File: config.mk
export PLATFORM = sky130hd
export DESIGN_NAME = mem_line_arbiter_flat
export DESIGN_NICKNAME = d
export VERILOG_FILES = /design/src/rtl/mem_line_arbiter_if.sv /design/src/rtl/mem_line_arbiter.sv /design/src/flat_wrapper.sv
export SDC_FILE = /design/constraint.sdc
export NUM_CORES = 1
export LEC_CHECK = 0
export CORE_AREA = 8 8 401 403
export DETAILED_ROUTE_END_ITERATION = 12
export DIE_AREA = 0 0 409 411
export HOLD_SLACK_MARGIN = 0.12
export PLACE_DENSITY = 0.44
export SYNTH_ARGS = -nofsm -noshare
export SYNTH_HDL_FRONTEND = slang
export SYNTH_SLANG_ARGS = --single-unit
File: constraint.sdc
create_clock -name clk -period 4.4 [get_ports clk]
set_input_delay 0.88 -clock clk [delete_from_list [all_inputs] [get_ports clk]]
set_output_delay 0.88 -clock clk [all_outputs]
set_load 0.005 [all_outputs]
File: src/rtl/mem_line_arbiter_if.sv
// mem_line_arbiter_if: burst memory port shared by both cache miss paths.
interface mem_line_arbiter_if #(
    parameter int BURST_W = 64
);
    logic [31:0]        addr;
    logic               read;
    logic               write;
    logic [BURST_W-1:0] wdata;
    logic               ready;
    logic [31:0]        raddr;
    logic [BURST_W-1:0] rdata;
    logic               rvalid;

    modport master (
        output addr, read, write, wdata,
        input  ready, raddr, rdata, rvalid
    );

    modport slave (
        input  addr, read, write, wdata,
        output ready, raddr, rdata, rvalid
    );
endinterface

File: src/rtl/mem_line_arbiter.sv
// mem_line_arbiter: round-robin icache/dcache access to one burst memory port,
// assembling read lines from beats and serialising dcache write-backs into beats.
module mem_line_arbiter #(
    parameter int LINE_W  = 256,
    parameter int BURST_W = 64
) (
    input  logic                 clk,
    input  logic                 rst_n,
    input  logic [31:0]          ic_addr,
    input  logic                 ic_read,
    output logic [LINE_W-1:0]    ic_rdata,
    output logic                 ic_resp,
    input  logic [31:0]          dc_addr,
    input  logic                 dc_read,
    input  logic                 dc_write,
    input  logic [LINE_W-1:0]    dc_wdata,
    output logic [LINE_W-1:0]    dc_rdata,
    output logic                 dc_resp,
    mem_line_arbiter_if.master   bmem
);
    localparam int BEATS = LINE_W / BURST_W;
    localparam int BW = $clog2(BEATS);
    localparam logic [BW-1:0] LAST = BW'(BEATS - 1);
    localparam logic [31:0] ALIGN = ~(32'(LINE_W / 8) - 32'd1);

    typedef enum logic [2:0] {IDLE, RD_CMD, RD_DATA, WR_DATA, RESP} state_t;

    state_t            state_q, state_d;
    logic [BW-1:0]     beat_q, beat_d;
    logic [LINE_W-1:0] line_q, line_d;
    logic [31:0]       addr_q, addr_d;
    logic              dc_gnt_q, dc_gnt_d;
    logic              wr_q, wr_d;
    logic              last_dc_q, last_dc_d;
    logic              dc_req, pick_dc, rd_on, wr_on, resp_on;

    assign dc_req  = dc_read || dc_write;
    // On a tie the requester that did not win last time goes first.
    assign pick_dc = dc_req && (!ic_read || !last_dc_q);

    always_comb begin
        state_d   = state_q;
        beat_d    = beat_q;
        line_d    = line_q;
        addr_d    = addr_q;
        dc_gnt_d  = dc_gnt_q;
        wr_d      = wr_q;
        last_dc_d = last_dc_q;
        case (state_q)
            IDLE: if (ic_read || dc_req) begin
                dc_gnt_d = pick_dc;
                wr_d     = pick_dc && dc_write;
                addr_d   = (pick_dc ? dc_addr : ic_addr) & ALIGN;
                beat_d   = '0;
                state_d  = (pick_dc && dc_write) ? WR_DATA : RD_CMD;
            end
            RD_CMD: if (bmem.ready) begin
                beat_d  = '0;
                state_d = RD_DATA;
            end
            RD_DATA: if (bmem.rvalid && bmem.raddr == addr_q) begin
                line_d[beat_q*BURST_W +: BURST_W] = bmem.rdata;
                beat_d  = beat_q + BW'(1);
                state_d = (beat_q == LAST) ? RESP : RD_DATA;
            end
            WR_DATA: if (bmem.ready) begin
                beat_d  = beat_q + BW'(1);
                state_d = (beat_q == LAST) ? RESP : WR_DATA;
            end
            RESP: begin
                last_dc_d = dc_gnt_q;
                state_d   = IDLE;
            end
            default: state_d = IDLE;
        endcase
    end

    always_ff @(posedge clk or negedge rst_n) begin
        if (!rst_n) begin
            state_q   <= IDLE;
            beat_q    <= '0;
            line_q    <= '0;
            addr_q    <= '0;
            dc_gnt_q  <= 1'b0;
            wr_q      <= 1'b0;
            last_dc_q <= 1'b1;
        end else begin
            state_q   <= state_d;
            beat_q    <= beat_d;
            line_q    <= line_d;
            addr_q    <= addr_d;
            dc_gnt_q  <= dc_gnt_d;
            wr_q      <= wr_d;
            last_dc_q <= last_dc_d;
        end
    end

    assign rd_on      = state_q == RD_CMD;
    assign wr_on      = state_q == WR_DATA;
    assign resp_on    = state_q == RESP;
    assign bmem.read  = rd_on;
    assign bmem.write = wr_on;
    assign bmem.addr  = (rd_on || wr_on) ? addr_q : '0;
    assign bmem.wdata = wr_on ? dc_wdata[beat_q*BURST_W +: BURST_W] : '0;
    assign ic_resp    = resp_on && !dc_gnt_q;
    assign dc_resp    = resp_on && dc_gnt_q;
    assign ic_rdata   = ic_resp ? line_q : '0;
    assign dc_rdata   = (dc_resp && !wr_q) ? line_q : '0;
endmodule

File: src/flat_wrapper.sv
// flat-port wrapper written by rule: the top's interface ports become plain ports
module mem_line_arbiter_flat 
#(
    parameter int LINE_W  = 256,
    parameter int BURST_W = 64
)
  (clk, rst_n, ic_addr, ic_read, ic_rdata, ic_resp, dc_addr, dc_read, dc_write, dc_wdata, dc_rdata, dc_resp, bmem_addr, bmem_read, bmem_write, bmem_wdata, bmem_ready, bmem_raddr, bmem_rdata, bmem_rvalid);
  mem_line_arbiter_if #(.BURST_W(BURST_W)) bmem_i ();
  input  logic clk;
  input  logic rst_n;
  input  logic [31:0] ic_addr;
  input  logic ic_read;
  output logic [LINE_W-1:0] ic_rdata;
  output logic ic_resp;
  input  logic [31:0] dc_addr;
  input  logic dc_read;
  input  logic dc_write;
  input  logic [LINE_W-1:0] dc_wdata;
  output logic [LINE_W-1:0] dc_rdata;
  output logic dc_resp;
  output wire logic [$bits(bmem_i.addr)-1:0] bmem_addr;
  output wire logic [$bits(bmem_i.read)-1:0] bmem_read;
  output wire logic [$bits(bmem_i.write)-1:0] bmem_write;
  output wire logic [$bits(bmem_i.wdata)-1:0] bmem_wdata;
  input wire logic [$bits(bmem_i.ready)-1:0] bmem_ready;
  input wire logic [$bits(bmem_i.raddr)-1:0] bmem_raddr;
  input wire logic [$bits(bmem_i.rdata)-1:0] bmem_rdata;
  input wire logic [$bits(bmem_i.rvalid)-1:0] bmem_rvalid;
  assign bmem_addr = bmem_i.addr;
  assign bmem_read = bmem_i.read;
  assign bmem_write = bmem_i.write;
  assign bmem_wdata = bmem_i.wdata;
  assign bmem_i.ready = bmem_ready;
  assign bmem_i.raddr = bmem_raddr;
  assign bmem_i.rdata = bmem_rdata;
  assign bmem_i.rvalid = bmem_rvalid;
  mem_line_arbiter #(.LINE_W(LINE_W), .BURST_W(BURST_W)) u_core (.clk(clk), .rst_n(rst_n), .ic_addr(ic_addr), .ic_read(ic_read), .ic_rdata(ic_rdata), .ic_resp(ic_resp), .dc_addr(dc_addr), .dc_read(dc_read), .dc_write(dc_write), .dc_wdata(dc_wdata), .dc_rdata(dc_rdata), .dc_resp(dc_resp), .bmem(bmem_i));
endmodule
# After elaboration in Yosys (flattened, before gate mapping)
# Cells that the tools add are included.
word_totals:
  reg_bits: 291
  latchBits: 0
  ram_bits: 0
  mem_bits_ro: 0
  inputBits: 423
  n_memories: 0
op_classes:
  add_sub_neg: 2
  multipliers: 0
  div_mod_pow: 0
  n_lt_le_gt_ge: 0
  eq_ne: 10
  shift: 3
  n_mux: 19
  bitwise: 0
  reduce_logical: 20
op_table:
  columns: ["operator", "n"]
  rows:
  - ["2-to-1 mux 256 bit", 2]
  - ["bitwise mux 256 bit", 1]
  - ["variable shift 64 x 34 -> 256 bit (first input constant)", 1]
  - ["variable part select 256 x 9 -> 64 bit", 1]
  - ["variable part select 64 x 34 -> 256 bit", 1]
  - ["2-to-1 mux 32 bit", 2]
  - ["2-to-1 mux 64 bit", 1]
  - ["negator 8 -> 34 bit", 1]
  - ["== test 32 bit", 1]
  - ["2-to-1 mux 3 bit", 6]
  - ["one-hot mux 3 bit (4 select lines)", 1]
  - ["2-to-1 mux 2 bit", 5]
  - ["one-hot mux 2 bit (4 select lines)", 1]
  - ["== test 3 x 2 -> 1 bit (second input constant)", 2]
  - ["logical AND 1 bit", 6]
  - ["AND reduction 5 bit", 1]
  - ["zero test 1 bit", 4]
  - ["logical OR 1 bit", 4]
  - ["inequality test 2 x 1 -> 1 bit (second input constant)", 2]
  - ["inequality test 2 bit (second input constant)", 2]
  - ["AND reduction 2 bit", 2]
  - ["AND reduction 4 bit", 1]
  - ["nonzero test 4 bit", 1]
  - ["== test 3 x 1 -> 1 bit (second input constant)", 1]
  - ["other kinds (4)", 4]

# Depth between registers and ports, before layout
# Gate-level depths: netlist of run 1.
logic_depth:
  ltp_word: 7
  mapped_depth: 10
  mapped_depth_nobuf: 6

# Worst setup path after synthesis of run 1
# No wires, ideal clock.
synth_path:
  path_kind: "flip-flop to flip-flop"
  startpoint: "register u_core.beat_q[1]"
  endpoint: "register u_core.line_q[197]"
  arrival_ns: 2.600
  path_slack_ns: 1.717
  stages_incl_launch_ff: 9
  n_path_buf: 3
  period_less_slack_ns: 2.683
  path_cell_list: "dfrtp_1 clkbuf_1 buf_1 inv_1 ha_1 nor3_1 clkbuf_1 nand2_1 o21ai_0"
synth_via:
  elab_chain_cells: 3
synth_rtl:
  columns: ["element", "line", "text"]
  rows:
  - ["start: declaration", "mem_line_arbiter.sv:29", "logic [BW-1:0] beat_q, beat_d;"]
  - ["start signal: assignment", "mem_line_arbiter.sv:89", "beat_q <= beat_d;"]
  - ["negator 8 -> 34 bit *", "mem_line_arbiter.sv:62", "line_d[beat_q*BURST_W +: BURST_W] = bmem.rdata;"]
  - ["variable part select 64 x 34 -> 256 bit / variable shift 64 x 34 -> 256 bit (equally long branches)", "mem_line_arbiter.sv:62", null]
  - ["bitwise mux 256 bit *", "mem_line_arbiter.sv:62", null]
  - ["end signal: assignment", "mem_line_arbiter.sv:90", "line_q <= line_d;"]
  - ["end: declaration", "mem_line_arbiter.sv:30", "logic [LINE_W-1:0] line_q, line_d;"]
# Mark *: on every way between the ends. The rest lies on a longest branch, timed or not.
# A chain may end at the register's enable or synchronous reset.

# Worst setup path in the final report of run 1
layout_path:
  startpoint: "register u_core.state_q[0]"
  endpoint: "output dc_rdata[228]"
layout_via:
  elab_chain_cells: 4
layout_rtl:
  columns: ["element", "line", "text"]
  rows:
  - ["start: declaration", "mem_line_arbiter.sv:28", "state_t state_q, state_d;"]
  - ["start signal: assignment", "mem_line_arbiter.sv:88", "state_q <= state_d;"]
  - ["== test 3 bit", "mem_line_arbiter.sv:100", "assign resp_on = state_q == RESP;"]
  - ["logical AND 1 bit", "mem_line_arbiter.sv:106", "assign dc_resp = resp_on && dc_gnt_q;"]
  - ["logical AND 1 bit", "mem_line_arbiter.sv:108", "assign dc_rdata = (dc_resp && !wr_q) ? line_q : '0;"]
  - ["2-to-1 mux 256 bit", "mem_line_arbiter.sv:108", null]
  - ["end: declaration", "flat_wrapper.sv:19", "output logic [LINE_W-1:0] dc_rdata;"]
# Every way passes these cells.

==> results summary, run 1 <==
The flow ran to the end, and the final reports show no timing, DRC or antenna violations. For this block, the initial DRC count from the detailed router was around 1100. By count the netlist is led by 541 x and2_1, 520 x nand2_1, 290 x dfrtp_1. The share of synthesized area in the top cell type comes to 41.0%. In this run the power density over the cells is 334 nW/um2. The max-capacitance violation count is 0.

STA puts the critical path data required time at approximately 3.5 ns. Once detail routing completed, the nets flagged for antenna violations numbered 0. The pin count of the biggest net entering global routing came out at between 100 and 150. The post-CTS setup buffer count came out at 0. Setup total negative slack on the finished layout was measured at 0 ns. The power share of the clock group came out at between 20 and 30%.

The switching power of the nets is approximately 3.7 mW. The clock latency at the later pin of the worst-skew pair came out at between 0.5 and 0.6 ns. The first global-routing pass estimated ~160000 um of wire. The core footprint came out at roughly 150000 um2. Along the worst path, the maximum fanout reaches 102. The count of cell types in the netlist came out at 38.

Summing all flip-flop and latch instances after layout gives roughly 7300 um2. The half-perimeter wire length after placement came out at roughly 95000 um. Counting every sink on the clock net gives around 290. In the post-synthesis netlist, the cell with the most instances is and2_1. The placed instance count is 5035. The largest vdd supply drop came out at roughly 0.00026 V. The total overflow left after global routing is 0. The fraction of layout instances using a drive strength above 1 is between 6 and 7%. After detailed routing, the number of remaining DRC violations is 0. The mean post-synth cell area came out at ~8.5 um2. The sequential cell area fraction in the yosys report came out at between 40% and 50%. Setup violations remaining at the end of the flow were counted as 0. The synthesized instance count came out at approximately 2100. The setup skew after layout came out at about 0.013 ns. After the flow finishes, the layout carries non-filler instances totaling slightly above 5000. The slew at the pin closest to its max-slew limit is approximately 1.2 ns. The layout net count came out at 3447. STA classifies the critical path endpoint as a primary output.

TritonCTS created 39 clock buffers. In the post-route analysis, the smallest setup slack over all paths is about 0.32 ns. After synthesis the cells add up to between 15000 and 20000 um2.

The layout-stage area growth over the synthesis result came out at 78.6%. The post-route cell area came out at around 32000 um2. After clock tree synthesis, the flow added hold-fix buffers numbering 0. From bottom edge to top edge, the die measures approximately 410 um. TritonCTS built the clock tree. The critical path is of the flip-flop to primary output type.

Yosys attributes the largest share of cell area to dfrtp_1 41%, and2_1 19%, nand2_1 11%, mux4_2 8.1%, o21ai_0 6.9%. The die area is roughly 170000 um2. The number of port buffers came out at 1019. The worst setup path is launched from a flip-flop. The logic gate share of total power came out at approximately 42%.

The die is around 400 um wide. The number of fill cells in the layout is between 15000 and 20000. The final layout contains routed wiring with a total length of between 100000 and 150000 um.

The via count of the routed design is 18407. The clock passes through at most 3 buffers. After synthesis, the share of flip-flops with an asynchronous set or reset is 100%. The arrival time at the worst endpoint is ~3.2 ns. The number of antenna violations at the first check in global routing came to 33. The H-tree generated during clock tree synthesis spans 2 levels. Timing analysis after detailed placement gives a worst setup slack of around 0.57 ns. The total of warnings raised by yosys came out at 0. The cell area after placement came out at between 30000 and 40000 um2. In this run the core area contains approximately 150 standard-cell rows.

The clock-pin slew of the registers on the worst-case setup and hold paths came out at roughly 0.06 ns. The tightest min-delay check is of the input pin to asynchronous set/reset pin type. The number of flops mapped to enable cells by yosys is 0. Pin placement for this block handled between 1000 and 1500 I/O pins.

The switching part of the total is about 35%. The footprint of the multi-input gates came out at between 9000 and 10000 um2. The most used flip-flop cell after synthesis is dfrtp_1. The final-report max-slew violation count came out at 0.

The remaining max-slew budget at the tightest pin is 21.7%. Sequential cells burn between 20 and 30% of the power. In the routed layout, each cell is associated on average with a via count of about 3.6. For this run, the detailed router's first-pass iteration total came to 4. The final count of hold timing violations is 0. Dividing the detail-routed wire length by the instance count gives roughly 23 um. The static power due to leakage came out at 12.0 nW. The upper clock frequency limit is 245 MHz. The number of global-route vias before repair was around 19000. The final clock period utilization by the worst path is around 93%. At the end of routability-driven placement, the weighted congestion stood at just under 0.9. Setup repair after global routing left no endpoint under its margin.

The cell-internal power is approximately 7 mW. The count of instances resized after the clock tree is built came out at 0. The global routing usage summed across all routing layers came out at 13.3%. dfrtp_1 takes more of the synthesized area than any other cell. For this configuration, the core starts out at a cell density of a little under an eighth.

The clock root buffer is clkbuf_16. The shortest period the worst path allows is 4.08 ns. The synthesized flop and latch total is roughly 290.
## cell usage in the layout (no fill, tap or decap), types with 2 or more instances in the layout
cell,count
a21oi_1,27
and2_1,539
and2_4,2
and3_1,65
buf_12,18
buf_4,30
bufinv_16,2
clkbuf_1,12
clkbuf_16,39
clkdlybuf4s50_1,1018
clkinv_2,7
clkinv_4,3
clkinvlp_4,2
conb_1,5
dfrtp_1,287
dfrtp_2,2
diode_2,13
ha_1,6
inv_1,5
inv_6,2
mux2i_1,27
mux4_2,64
nand2_1,520
nand3_1,2
nand3_4,4
nand4_1,7
nor2_1,34
nor2_4,3
nor3_1,3
nor4_1,2
o21ai_0,244
o21ai_1,14
o31ai_1,3
xnor2_1,27
## power groups by stage
stage                     logic [mW]  registers (mW)  clock network [mW]
after floorplan                 2.22            2.99                   0
after global placement          4.47            3.16                   0
after detailed placement        4.48            3.17                   0
after CTS                       4.50            3.12                3.23
after global routing            4.75            3.14                3.32
final                           4.39            3.11                3.08
## flip-flops by register name (all words and copies together) (netlist names)
register and cells:
u_core.line_q 256, u_core.addr_q 27, u_core.state_q 3, u_core.beat_q 2
u_core.dc_gnt_q 1, u_core.last_dc_q 1, u_core.wr_q 1
## logic make-up (layout without fill, tap and decap cells)
kind of cell               count (synthesis)  count (layout)  synth area share, %
xor gates and xnor gates                  27              27                 1.34
DFF                                      291             291                 41.1
muxes                                     92              92                 9.73
adders and majority gates                  6               6                0.424
buffers and inverters                    190            1140                 4.59
other                                      1              18               0.0212
and+or+nand+nor                         1190            1190                 34.3
AOI/OAI and AO/OA                        294             294                 8.46
## final cells by class
| class | instances | share of cell area [%] |
|---|---|---|
| antenna | 13 | 0.103 |
| clock inverter | 16 | 0.487 |
| tap | 2058 | 8.14 |
| clock buffer | 52 | 3.27 |
| sequential | 291 | 23.1 |
| multi-input combinational | 1614 | 30.8 |
| timing repair buffer | 1067 | 34.1 |
| inverter | 5 | 0.0593 |
## through the flow
stage | hold WS [ns] | power (mW) | utilization, %
after floorplan | 0.439 | 5.21 | -
after global placement | 0.453 | 7.63 | 19.6
after detailed placement | 0.456 | 7.65 | 19.6
after CTS | 0.369 | 10.9 | 20.4
after global routing | 0.409 | 11.2 | 20.4
final | 0.391 | 10.6 | 20.4
## path summary, 6_finish.rpt
path | end | start | slack, ns | cells past startpoint
setup / recovery | dc_rdata[228] | u_core.state_q[0] | 0.32 | 7
hold / removal | u_core.line_q[141] | rst_n | 0.39 | 1
setup reg to reg | u_core.line_q[246] | u_core.state_q[1] | 1.43 | 8
hold reg to reg | u_core.last_dc_q | u_core.last_dc_q | 0.46 | 2
max in group asynchronous | u_core.line_q[194] | rst_n | 3.01 | 2
min in group clk | u_core.last_dc_q | u_core.last_dc_q | 0.46 | 2
## critical path, cell delays in order (launching register included)
cell and delay, ns:
dfrtp_1 0.46, nor2_1 0.18, nand3_1 0.21, nor2_4 0.22
buf_12 0.29, buf_4 0.40, and2_1 0.18, clkdlybuf4s50_1 0.52
## layer usage
layer  wire length [um]  part of all wire (%)  track usage (%)
met2              56200                    48             22.1
met1              48900                    41             16.1
met4               3200                   2.7             3.67
met3               9790                   8.3             4.86
met5                130                  0.11                0
(Power assumes the default switching activity.)
==> inputs of run 2 (changes only) <==
CTS_CLUSTER_SIZE = 28   (was unset)
PLACE_DENSITY = unset   (was 0.44)
PLACE_DENSITY_LB_ADDON = 0.3   (was unset)
==> results summary, run 2 (synthesis gave the netlist of run 1 again) <==
Traced cell by cell, the critical path runs through nor2_1 > nand3_1 > nor2_4 > buf_12 > buf_12 > and2_1 > clkdlybuf4s50_1. The worst setup slack for register-to-register paths came out at 1.62 ns (+0.19 ns). The register containing the most flip-flops in the final layout is u_core.line_q. The largest fanout of any net on the critical path is 76 (-25%).

The first-pass GRT wire length is 158000 um (-1.0%). In the layout the commonest cells are 1018 x clkdlybuf4s50_1, 539 x and2_1, 520 x nand2_1. In this run the critical register-to-register path is launched from u_core.beat_q[0].

The critical path required time came out at 3.52 ns (about the same). The number of port buffers is 1019 (unchanged). The average wire per standard cell is 22.6 um (-1.9%). The arrival time at the worst endpoint came out at 3.09 ns (-0.11 ns). The number of sinks driven by the clock tree is 291 (unchanged). The library cell appearing most often on the critical path is buf_12. The most common library cell in the layout ignoring fill and taps is clkdlybuf4s50_1. The final-report max-slew violation count came to 0 (unchanged). The vias per cell is 3.57 (-0.84%). The area occupied by registers is 7290 um2 (unchanged).

The count of buffer and inverter cells on the critical path came out at 3 (unchanged). The tightest min-delay check is of the input pin to asynchronous set/reset pin type. The max-capacitance violation count came out at 0 (unchanged). The final count of hold timing violations is 0 (unchanged). The switching part of the total is 35.1% (-0.26 points).

The footprint of the multi-input gates came out at 9730 um2 (unchanged). The kind of cell adding the most delay to the critical path is buffers and inverters. The shortest period the worst path allows came to 3.97 ns (-0.113 ns).

The detailed-route wire length is 116000 um (-2.0%). The cell area after placement is 30400 um2 (about the same). The endpoint class of the critical path is a primary output. In the final layout, the registers with the most flip-flops are u_core.line_q: 256 flops, u_core.addr_q: 27 flops, u_core.state_q: 3 flops. The cell count of the worst reg-to-reg path came out at 7 (-1). The detailed-route DRC error count is 0 (unchanged). Setup repair after global routing left no endpoint under its margin. The largest stage delay on the critical path came out at 0.55 ns (+0.03 ns).

The buffer depth of the longest clock path is 3 (unchanged). The clock root buffer is clkbuf_16. The critical setup path kind is flip-flop to primary output. The count of nets left with antenna violations after detail routing is 0 (unchanged).

The iteration-0 DRC count of the detailed router came out at 940 (-16%). The layout-stage area growth over the synthesis result is 79.6%. The largest vdd supply drop came out at 0.000334 V (+27%). The number of buffers created by CTS is 40 (+2.6%). The initial core utilization came out at 11.4% (unchanged). The static power due to leakage came to 12.1 nW (+0.83%). The number of global-route vias before repair is 19240 (+0.67%). The via count of the routed design is 18245 (-0.88%).

The die outline height was 411 um (unchanged). The iteration count of the initial detailed-routing pass is 5 (+1). The core footprint is 155000 um2 (unchanged). The total global routing overflow came out at 0 (unchanged). The switching power of the nets was 3.87 mW (+3.3%). The slew at the pin closest to its max-slew limit was 1.16 ns (-0.0132 ns). The die area is 168000 um2 (unchanged). The final clock period utilization by the worst path came out at 90.1% (-2.6 points).

The power share of the clock group came out at 31.4% (+2.3 points). The setup violation total in the final timing report was 0 (unchanged). The clock latency at the later pin of the worst-skew pair is 0.58 ns (about the same).

The number of H-tree levels came out at 2 (unchanged). The post-route cell area came out at 31800 um2 (+0.55%). The worst setup path is launched from a flip-flop. The power per cell area came out at 346 nW/um2 (+3.5%). The number of rows in the core area came out at 145 (unchanged). The number of antenna violations at the first check in global routing came out at 28 (-15%). The remaining max-slew budget at the tightest pin is 22.6% (+0.88 points). The logic gate share of total power came out at 41.0% (-0.5 points). The cts-stage hold buffer count is 0 (unchanged).

The endpoint of the most critical register-to-register path is u_core.line_q[130]. The sequential fraction of design power is 27.6% (-1.8 points). The post-CTS setup buffer count is 0 (unchanged). The weighted congestion reported at the end of routability-driven placement is 0.843 (-2.6%). The upper clock frequency limit came out at 252 MHz (+2.9%). The fraction of layout instances using a drive strength above 1 is 6.59% (+0.29 points). The half-perimeter wire length after placement is 93200 um (-2.2%). The global routing usage summed across all routing layers is 13.1% (-0.20 points).

The layout net count is 3446 (-0.029%). The utilization after layout came out at 20.5% (+0.11 points). TritonCTS built the clock tree.

The slowest stage of the critical path belongs to the cell clkdlybuf4s50_1. The count of instances resized after the clock tree is built was 0 (unchanged). The run finished with clean final reports. The flip-flop count of the largest register, all copies and words added came out at 256 (unchanged). The setup skew after layout came out at 0.0225 ns (+0.00924 ns). The cell-internal power is 7.14 mW (+4.5%). The clock-pin slew of the registers on the worst-case setup and hold paths is 0.06 ns (about the same). The final sum of negative setup slack is 0 ns (unchanged). The pin count of the biggest net entering global routing is 129 (-2.3%). The width of the chip is 409 um (unchanged). The I/O pin count is 1035 (unchanged).

The number of fill cells in the layout is 17058 (-0.37%).
run 2: cell count changes in the layout (fill, tap and decap cells not counted), moves of 3 or more:
cell / before / now
clkbuf_1: 12 / 6
clkbuf_8: 1 / 7
diode_2: 13 / 8
clkbuf_16: 39 / 42
clkinv_4: 3 / 0
run 2: per-stage QoR:
stage / cells / setup WS, ns / hold WS [ns] / power (mW)
final: 5114 / 0.434 / 0.330 / 11.0
after detailed placement: 5033 / 0.794 / 0.456 / 7.68
after CTS: 5106 / 0.325 / 0.306 / 11.3
after floorplan: 2095 / 1.72 / 0.439 / 5.21
after global routing: 5107 / 0.256 / 0.307 / 11.6
after global placement: 5033 / 0.801 / 0.456 / 7.68
run 2: layout make-up:
cell class,count,share of cell area (%)
well taps,2058,8.10
clock buffers,55,3.68
flip-flops and latches,291,22.9
diodes,8,0.0630
multi-input cells,1614,30.6
inverters,5,0.0590
repair buffers,1065,33.9
clock inverters,18,0.693
run 2: worst register-to-register path, stage by stage, from the launching register on:
cell	delay, ns
dfrtp_4	0.51
inv_1	0.39
ha_1	0.33
nor2b_1	0.33
and2_4	0.58
buf_4	0.35
nand2_1	0.06
o21ai_0	0.16
run 2: worst max path at each step:
stage | start | to | cells past startpoint
2_1_floorplan | u_core.beat_q[1] | u_core.line_q[197] | 8
3_3_place_gp | dc_wdata[171] | bmem_wdata[43] | 4
3_5_place_dp | dc_wdata[171] | bmem_wdata[43] | 4
4_1_cts | u_core.state_q[0] | dc_rdata[176] | 7
5_1_grt | u_core.state_q[0] | dc_rdata[176] | 7
6_report | u_core.state_q[0] | dc_rdata[176] | 7
run 2: power by group through the flow:
stage	Sequential, mW	Clock [mW]	Combinational, mW
2_1_floorplan	2.99	0	2.22
3_3_place_gp	3.08	0	4.60
3_5_place_dp	3.09	0	4.59
4_1_cts	3.04	3.63	4.62
5_1_grt	3.05	3.71	4.87
6_report	3.04	3.46	4.51
run 2: routing by layer:
metal,GRT usage [%],share of wire [%],vias up,routed length (um)
met5,0,0.16,-,188
met4,3.91,3.1,28,3630
li1,-,-,8658,-
met1,16.1,42,8740,49000
met2,21.4,46,672,53600
met3,4.77,8.2,147,9450
==> inputs of run 3 (changes only) <==
SETUP_SLACK_MARGIN = 0.05   (was unset)
==> results of run 3 <==
The final DEF is identical to that of run 2; final timing and power are the same.
